## config.mk

```make
export PLATFORM = sky130hd
export DESIGN_NAME = ram_arbiter_flat
export DESIGN_NICKNAME = d
export VERILOG_FILES = /design/src/rtl/ram_arbiter_pkg.sv /design/src/rtl/ram_arbiter_if.sv /design/src/rtl/ram_rr_pick.sv /design/src/rtl/ram_arbiter.sv /design/src/flat_wrapper.sv
export SDC_FILE = /design/constraint.sdc
export NUM_CORES = 1
export LEC_CHECK = 0
export ABC_AREA = 1
export CAP_MARGIN = 20
export CELL_PAD_IN_SITES_DETAIL_PLACEMENT = 1
export CELL_PAD_IN_SITES_GLOBAL_PLACEMENT = 2
export CORE_ASPECT_RATIO = 0.9
export CORE_MARGIN = 10
export CORE_UTILIZATION = 14
export CTS_CLUSTER_DIAMETER = 40
export DETAILED_ROUTE_END_ITERATION = 10
export GPL_TIMING_DRIVEN = 0
export PLACE_DENSITY = 0.84
export SLEW_MARGIN = 25
export SYNTH_ARGS = -nofsm -noshare
export SYNTH_HDL_FRONTEND = slang
export SYNTH_HIERARCHICAL = 1
export SYNTH_SLANG_ARGS = --single-unit
```

## constraint.sdc

```tcl
create_clock -name clk -period 2.1 [get_ports clk]
set_input_delay 0.42 -clock clk [delete_from_list [all_inputs] [get_ports clk]]
set_output_delay 0.42 -clock clk [all_outputs]
set_load 0.02 [all_outputs]
```

## src/rtl/ram_arbiter_pkg.sv

```systemverilog
// Shared definitions for the RAM arbiter slice: default bus widths,
// requester ids and the lock state encoding.
package grom_mem_pkg;

  localparam int unsigned DEF_ADDR_WIDTH = 12;
  localparam int unsigned DEF_DATA_WIDTH = 8;

  localparam logic REQ_CPU = 1'b0;
  localparam logic REQ_AUX = 1'b1;

  typedef enum logic [1:0] {
    IDLE  = 2'd0,
    LOCK0 = 2'd1,
    LOCK1 = 2'd2
  } arb_state_e;

endpackage

```

## src/rtl/ram_arbiter_if.sv

```systemverilog
// Requester-side and RAM-side signals of the arbiter, grouped as one bundle.
interface ram_arbiter_if
  import grom_mem_pkg::*;
#(
  parameter int unsigned ADDR_WIDTH = DEF_ADDR_WIDTH,
  parameter int unsigned DATA_WIDTH = DEF_DATA_WIDTH
);

  logic                  req0, req1;
  logic                  we0, we1;
  logic [ADDR_WIDTH-1:0] addr0, addr1;
  logic [DATA_WIDTH-1:0] wdata0, wdata1;
  logic                  lock0, lock1;
  logic                  gnt0, gnt1;
  logic                  rvalid0, rvalid1;
  logic [DATA_WIDTH-1:0] rdata0, rdata1;
  logic [ADDR_WIDTH-1:0] ram_addr;
  logic [DATA_WIDTH-1:0] ram_data_in;
  logic                  ram_we;
  logic [DATA_WIDTH-1:0] ram_data_out;

  modport slave (
    input  req0, req1, we0, we1, addr0, addr1, wdata0, wdata1, lock0, lock1,
    input  ram_data_out,
    output gnt0, gnt1, rvalid0, rvalid1, rdata0, rdata1,
    output ram_addr, ram_data_in, ram_we
  );

  modport master (
    output req0, req1, we0, we1, addr0, addr1, wdata0, wdata1, lock0, lock1,
    output ram_data_out,
    input  gnt0, gnt1, rvalid0, rvalid1, rdata0, rdata1,
    input  ram_addr, ram_data_in, ram_we
  );

endinterface

```

## src/rtl/ram_rr_pick.sv

```systemverilog
// Two-way round-robin picker; a lock restricts the grant to the lock owner.
module ram_rr_pick
  import grom_mem_pkg::*;
(
  input  logic [1:0] req,
  input  logic       last_grant,
  input  arb_state_e state,
  output logic [1:0] gnt
);

  always_comb begin
    gnt = '0;
    case (state)
      LOCK0:   gnt[REQ_CPU] = req[REQ_CPU];
      LOCK1:   gnt[REQ_AUX] = req[REQ_AUX];
      default: begin
        if (&req) gnt = (last_grant == REQ_AUX) ? 2'b01 : 2'b10;
        else      gnt = req;
      end
    endcase
  end

endmodule

```

## src/rtl/ram_arbiter.sv

```systemverilog
// Shares one single-port synchronous RAM between the CPU and the aux port:
// round-robin grant, bounded bus lock, and read-data return to the issuer.
module ram_arbiter
  import grom_mem_pkg::*;
#(
  parameter int unsigned ADDR_WIDTH = DEF_ADDR_WIDTH,
  parameter int unsigned DATA_WIDTH = DEF_DATA_WIDTH,
  parameter int unsigned MAX_LOCK   = 16
) (
  input  logic         clk,
  input  logic         reset_n,
  ram_arbiter_if.slave bus
);

  localparam int unsigned CNT_W = $clog2(MAX_LOCK + 1);

  arb_state_e            state;
  logic                  last_grant;
  logic                  rd_pend;
  logic                  rd_id;
  logic [CNT_W-1:0]      lock_cnt;
  logic [1:0]            lock_ovr;
  logic [1:0]            req, we_v, lock_v, pick, gnt, lock_hit;
  logic                  owner;
  logic [ADDR_WIDTH-1:0] addr_sel;
  logic [DATA_WIDTH-1:0] wdata_sel;
  logic [DATA_WIDTH-1:0] rd_bus;

  assign req    = {bus.req1, bus.req0};
  assign we_v   = {bus.we1, bus.we0};
  assign lock_v = {bus.lock1, bus.lock0};

  ram_rr_pick u_pick (
    .req        (req),
    .last_grant (last_grant),
    .state      (state),
    .gnt        (pick)
  );

  assign gnt      = reset_n ? pick : 2'b00;
  assign lock_hit = gnt & lock_v & ~lock_ovr;
  assign owner    = (state == LOCK1) ? REQ_AUX : REQ_CPU;

  assign bus.gnt0 = gnt[REQ_CPU];
  assign bus.gnt1 = gnt[REQ_AUX];

  // With no grant the RAM sees a discarded read of the CPU address.
  always_comb begin
    addr_sel   = bus.addr0;
    wdata_sel  = bus.wdata0;
    bus.ram_we = 1'b0;
    if (gnt[REQ_AUX]) begin
      addr_sel   = bus.addr1;
      wdata_sel  = bus.wdata1;
      bus.ram_we = bus.we1;
    end else if (gnt[REQ_CPU]) begin
      bus.ram_we = bus.we0;
    end
  end

  assign bus.ram_addr    = addr_sel;
  assign bus.ram_data_in = wdata_sel;

  // RAM data arrives one cycle after the grant, the same cycle rd_pend is high.
  assign rd_bus      = bus.ram_data_out;
  assign bus.rvalid0 = rd_pend & (rd_id == REQ_CPU);
  assign bus.rvalid1 = rd_pend & (rd_id == REQ_AUX);
  assign bus.rdata0  = bus.rvalid0 ? rd_bus : '0;
  assign bus.rdata1  = bus.rvalid1 ? rd_bus : '0;

  always_ff @(posedge clk or negedge reset_n) begin
    if (!reset_n) begin
      state      <= IDLE;
      last_grant <= REQ_AUX;
      lock_cnt   <= '0;
      lock_ovr   <= '0;
      rd_pend    <= 1'b0;
      rd_id      <= REQ_CPU;
    end else begin
      rd_pend <= |(gnt & ~we_v);
      rd_id   <= gnt[REQ_AUX];

      if (gnt[REQ_CPU])      last_grant <= REQ_CPU;
      else if (gnt[REQ_AUX]) last_grant <= REQ_AUX;

      // Override clears once the lock line is seen low; a later set wins.
      lock_ovr <= lock_ovr & lock_v;

      case (state)
        IDLE: begin
          if (MAX_LOCK == 1) begin
            lock_ovr <= (lock_ovr & lock_v) | lock_hit;
          end else if (lock_hit[REQ_CPU]) begin
            state    <= LOCK0;
            lock_cnt <= CNT_W'(1);
          end else if (lock_hit[REQ_AUX]) begin
            state    <= LOCK1;
            lock_cnt <= CNT_W'(1);
          end
        end
        LOCK0, LOCK1: begin
          if (!lock_v[owner]) begin
            state    <= IDLE;
            lock_cnt <= '0;
          end else if (lock_cnt == CNT_W'(MAX_LOCK - 1)) begin
            state           <= IDLE;
            lock_cnt        <= '0;
            last_grant      <= owner;
            lock_ovr[owner] <= 1'b1;
          end else begin
            lock_cnt <= lock_cnt + 1'b1;
          end
        end
        default: begin
          state    <= IDLE;
          lock_cnt <= '0;
        end
      endcase
    end
  end

endmodule
```

## src/flat_wrapper.sv

```systemverilog
// flat-port wrapper written by rule: the top's interface ports become plain ports
module ram_arbiter_flat import grom_mem_pkg::*;
#(
  parameter int unsigned ADDR_WIDTH = DEF_ADDR_WIDTH,
  parameter int unsigned DATA_WIDTH = DEF_DATA_WIDTH,
  parameter int unsigned MAX_LOCK   = 16
)
  (clk, reset_n, bus_req0, bus_req1, bus_we0, bus_we1, bus_addr0, bus_addr1, bus_wdata0, bus_wdata1, bus_lock0, bus_lock1, bus_ram_data_out, bus_gnt0, bus_gnt1, bus_rvalid0, bus_rvalid1, bus_rdata0, bus_rdata1, bus_ram_addr, bus_ram_data_in, bus_ram_we);
  ram_arbiter_if #(.ADDR_WIDTH(ADDR_WIDTH), .DATA_WIDTH(DATA_WIDTH)) bus_i ();
  input  logic clk;
  input  logic reset_n;
  input wire logic [$bits(bus_i.req0)-1:0] bus_req0;
  input wire logic [$bits(bus_i.req1)-1:0] bus_req1;
  input wire logic [$bits(bus_i.we0)-1:0] bus_we0;
  input wire logic [$bits(bus_i.we1)-1:0] bus_we1;
  input wire logic [$bits(bus_i.addr0)-1:0] bus_addr0;
  input wire logic [$bits(bus_i.addr1)-1:0] bus_addr1;
  input wire logic [$bits(bus_i.wdata0)-1:0] bus_wdata0;
  input wire logic [$bits(bus_i.wdata1)-1:0] bus_wdata1;
  input wire logic [$bits(bus_i.lock0)-1:0] bus_lock0;
  input wire logic [$bits(bus_i.lock1)-1:0] bus_lock1;
  input wire logic [$bits(bus_i.ram_data_out)-1:0] bus_ram_data_out;
  output wire logic [$bits(bus_i.gnt0)-1:0] bus_gnt0;
  output wire logic [$bits(bus_i.gnt1)-1:0] bus_gnt1;
  output wire logic [$bits(bus_i.rvalid0)-1:0] bus_rvalid0;
  output wire logic [$bits(bus_i.rvalid1)-1:0] bus_rvalid1;
  output wire logic [$bits(bus_i.rdata0)-1:0] bus_rdata0;
  output wire logic [$bits(bus_i.rdata1)-1:0] bus_rdata1;
  output wire logic [$bits(bus_i.ram_addr)-1:0] bus_ram_addr;
  output wire logic [$bits(bus_i.ram_data_in)-1:0] bus_ram_data_in;
  output wire logic [$bits(bus_i.ram_we)-1:0] bus_ram_we;
  assign bus_i.req0 = bus_req0;
  assign bus_i.req1 = bus_req1;
  assign bus_i.we0 = bus_we0;
  assign bus_i.we1 = bus_we1;
  assign bus_i.addr0 = bus_addr0;
  assign bus_i.addr1 = bus_addr1;
  assign bus_i.wdata0 = bus_wdata0;
  assign bus_i.wdata1 = bus_wdata1;
  assign bus_i.lock0 = bus_lock0;
  assign bus_i.lock1 = bus_lock1;
  assign bus_i.ram_data_out = bus_ram_data_out;
  assign bus_gnt0 = bus_i.gnt0;
  assign bus_gnt1 = bus_i.gnt1;
  assign bus_rvalid0 = bus_i.rvalid0;
  assign bus_rvalid1 = bus_i.rvalid1;
  assign bus_rdata0 = bus_i.rdata0;
  assign bus_rdata1 = bus_i.rdata1;
  assign bus_ram_addr = bus_i.ram_addr;
  assign bus_ram_data_in = bus_i.ram_data_in;
  assign bus_ram_we = bus_i.ram_we;
  ram_arbiter #(.ADDR_WIDTH(ADDR_WIDTH), .DATA_WIDTH(DATA_WIDTH), .MAX_LOCK(MAX_LOCK)) u_core (.clk(clk), .reset_n(reset_n), .bus(bus_i));
endmodule
```

==> results <==
- The flow ran to the end, but the final reports show violations.
- The checks that failed: setup timing.
- The most frequently used flop master after synthesis is dfrtp_1.
- Dividing the final minimum period by the clock period gives 1.07.
- The area share of the leading cell type in the synthesized netlist is 0.298.
- The distinct cell type count of the synthesized netlist is 23.
- The routed design could run at a clock period as short as 2250 ps.
- The share of synthesized area occupied by flip-flops and latches is 0.269.
- The initial antenna violation count came to 0.
- The clock sink count is 12.
- The initial standard-cell utilization of the core is 0.147.
- On the final layout, the worst hold slack is 194 ps.
- The number of DRC markers in iteration 0 is 41.
- The biggest cell delay along the critical path is 430 ps.
- The half-perimeter wire length of the detailed placement result is 4.71 mm.
- The iteration count of the initial detailed-routing pass is 4.
- The latest clock arrival within the worst-skew pair is 240 ps.
- The number of maximum-capacitance violations is 0.
- The routed via count divided by cell count is 3.98.
- The critical path capture point type is a primary output.
- The worst-margin pin slew is 425 ps.
- STA puts the critical path data required time at 1680 ps.
- The congestion estimate from routability-driven global placement came to 0.734.
- The floorplan has 30 rows.
- In this run the tightest slew margin relative to its limit is 0.716.
- The number of buffers on the longest clock path is 2.
- Between clock sinks in the finished design, the worst skew comes to 2.44 ps.
- The largest net degree at the start of global routing is 16.
- Detailed routing inserted a total of 1622 vias.
- The clock slew at the register clock pins of the worst setup and hold paths is 60 ps.
- The critical path is of the reg -> out type.
- Buffers inserted to repair hold after CTS numbered 0.
- The largest fanout on the critical path is 5.
- For this design, the slowest cell found on the critical path is dfrtp_2.
- The post-detailed-placement cell area is 0.00220 sq mm.
- The number of top-level design ports is 97.
- The average instance area after synthesis is 5.73 sq um.
- By instance count, the leading cell after synthesis is nand2_1.
- Together, buffers and inverters on the worst path number 4.
- By count the netlist is led by 89 x nand2_1, 29 x inv_1, 24 x nor2_1.
- The die is 105 um tall.
- The critical path goes through ha_4 > nand2_4 > nor2_4 > nor2_4 > nand2_4 > inv_6 > buf_12 > buf_8 > nand2_4 > nand2_4 > buf_6.
- The H-tree depth reported by CTS is 1.
- For the worst setup path, the data arrival time is 1830 ps.
- VDD sags by at most 0.250 mV.
- The die is 114 um wide.
- The leakage dissipation is 1.61 nW.
- The number of nets in the synthesized netlist is 258.
- The total power per unit cell area is 831 mW/mm^2.
- Setup repair after global routing could not meet its margin everywhere.
- The leftover overflow at the end of global routing is 0.
- The sum of negative setup slack is -2320 ps.
- Yosys attributes the largest share of cell area to nand2_1 30%, dfrtp_1 25%, inv_1 9.7%, nor2_1 8.0%, ha_1 6.7%.
- For this run, the total global-route usage over all layers was measured as 0.0920.
- The number of routed nets with antenna violations is 0.
- The count of buffers added on input and output ports is 96.
- The total count of hold-check failures in the final report is 0.
- After layout, the worst setup slack is -154 ps.
- The net count reported at finish is 375.
- The proportion of layout cells with a drive suffix above 1 is 0.333.
- The worst setup path is launched from a flop.
- The synthesized instance count is 196.
- The cell type with the highest aggregate area in the netlist is nand2_1.
- Counting flops and latches in the post-synthesis netlist gives 12.
- The number of global-route vias before repair came to 1692.
- The root buffer cell is clkbuf_8.
- The aggregate routed wire length is 5.87 mm.
- The min-delay analysis places its worst path in the category in -> async.
- By instance count, the cell type seen most on the critical path is nand2_4.
- The mapped netlist covers 0.00112 sq mm.
- Summing all non-filler instances in the final layout gives an area of 0.00273 sq mm.
- The total clock buffers created by CTS is 3.
- The DRC violation count after routing is 0.
- Dividing the detail-routed wire length by the instance count gives 14.4 um.
- The count of synthesis-stage warnings from yosys is 6.
- The wire length of the first global-routing pass is 9.03 mm.
- The total die area is 0.0120 sq mm.
- Compared with the post-synthesis result, the final layout area differs by 143%.
- The number of synthesized flops with an enable pin is 0.
- Counting flops with an async set or reset pin after synthesis yields a share of 1.00.
- The final setup violation count is 21.
- The number of antenna diodes in the final layout is 0.
- The count of filler cells inserted in the layout is 951.
- Total power for the finished layout comes to 2.27 mW.
- The peak clock frequency supported by timing is 0.444 GHz.
- Timing analysis after detailed placement gives a worst setup slack of -1170 ps.
- In this run the standard cell core region covers 0.00766 sq mm.
- The number of max-slew violations in the final report is 0.
- Grouping stages by cell kind, the critical path spends the most delay in buffers and inverters.
- TritonCTS built the clock tree.
cell families after synthesis:
group | count (synthesis) | synth area share
compound gates | 13 | 0.0613
fa+ha+maj | 6 | 0.0669
buf+inv | 35 | 0.125
flops | 12 | 0.269
simple gates | 130 | 0.478
per-stage QoR:
step                      cells  utilization
final                       408        0.356
after global routing        408        0.356
after CTS                   405        0.341
after detailed placement    388        0.288
after global placement      388        0.288
after floorplan             196            -
cells in the final DEF (no fill, tap or decap), types with 2 or more instances in the layout:
cell	instances
nand2_1	49
buf_6	27
buf_4	9
nand3_1	8
clkbuf_8	5
o21ai_1	4
nand4_1	2
nand2_2	33
a21oi_1	2
inv_2	2
o21ai_0	4
buf_12	3
nor2_1	22
clkdlybuf4s50_1	56
ha_1	5
dlymetal6s2s_1	16
nor2_4	2
nand2_4	10
buf_8	3
dfrtp_1	10
inv_1	26
power by group:
| part | switching (mW) | leakage [nW] | internal, mW | total [mW] |
|---|---|---|---|---|
| registers | 0.0401 | 0.157 | 0.292 | 0.332 |
| clock network | 0.0950 | 0.0288 | 0.166 | 0.261 |
| logic | 0.868 | 1.43 | 0.806 | 1.67 |
registers in the layout, indices dropped and copies added, names as in the netlist:
name               count
u_core/lock_cnt        5
u_core/lock_ovr        2
u_core/last_grant      1
u_core/state           2
u_core/rd_pend         1
u_core/rd_id           1
routing by layer:
layer  GRT usage  up-vias  wire, um
li1            -      820         -
met1      0.0949      752      2150
met2       0.173       44      3290
met3      0.0240        6       350
met4      0.0295        0        86
met5           0        -         0
repair_timing:
action                                 4_1_cts  5_1_grt
pin swaps                                   19       17
setup endpoints to repair                   23       39
cloned                                       2        0
endpoints found under the hold margin        0        0
setup buffers                               11        6
resized for setup                          203       36
final cells by class:
cell class	count	area, sq um	share of cell area
plain buffers	2	28.8	0.0106
inverters	31	124	0.0454
flip-flops and latches	12	303	0.111
clock buffers	4	55.1	0.0202
well taps	96	120	0.0441
multi-input cells	149	862	0.316
repair buffers	114	1230	0.453
final timing paths:
| kind | end | slack (ps) | cells past startpoint | startpoint |
|---|---|---|---|---|
| setup / recovery | bus_ram_addr[1] | -150 | 11 | u_core/state[1] |
| hold / removal | u_core/lock_ovr[1] | 190 | 1 | reset_n |
| setup reg to reg | u_core/state[0] | 190 | 15 | u_core/state[0] |
| hold reg to reg | u_core/lock_cnt[4] | 520 | 2 | u_core/lock_cnt[4] |
| max in group asynchronous | u_core/last_grant | 1570 | 1 | reset_n |
| min in group clk | u_core/lock_cnt[4] | 520 | 2 | u_core/lock_cnt[4] |
No activity file was read; power rests on OpenSTA's default activity.
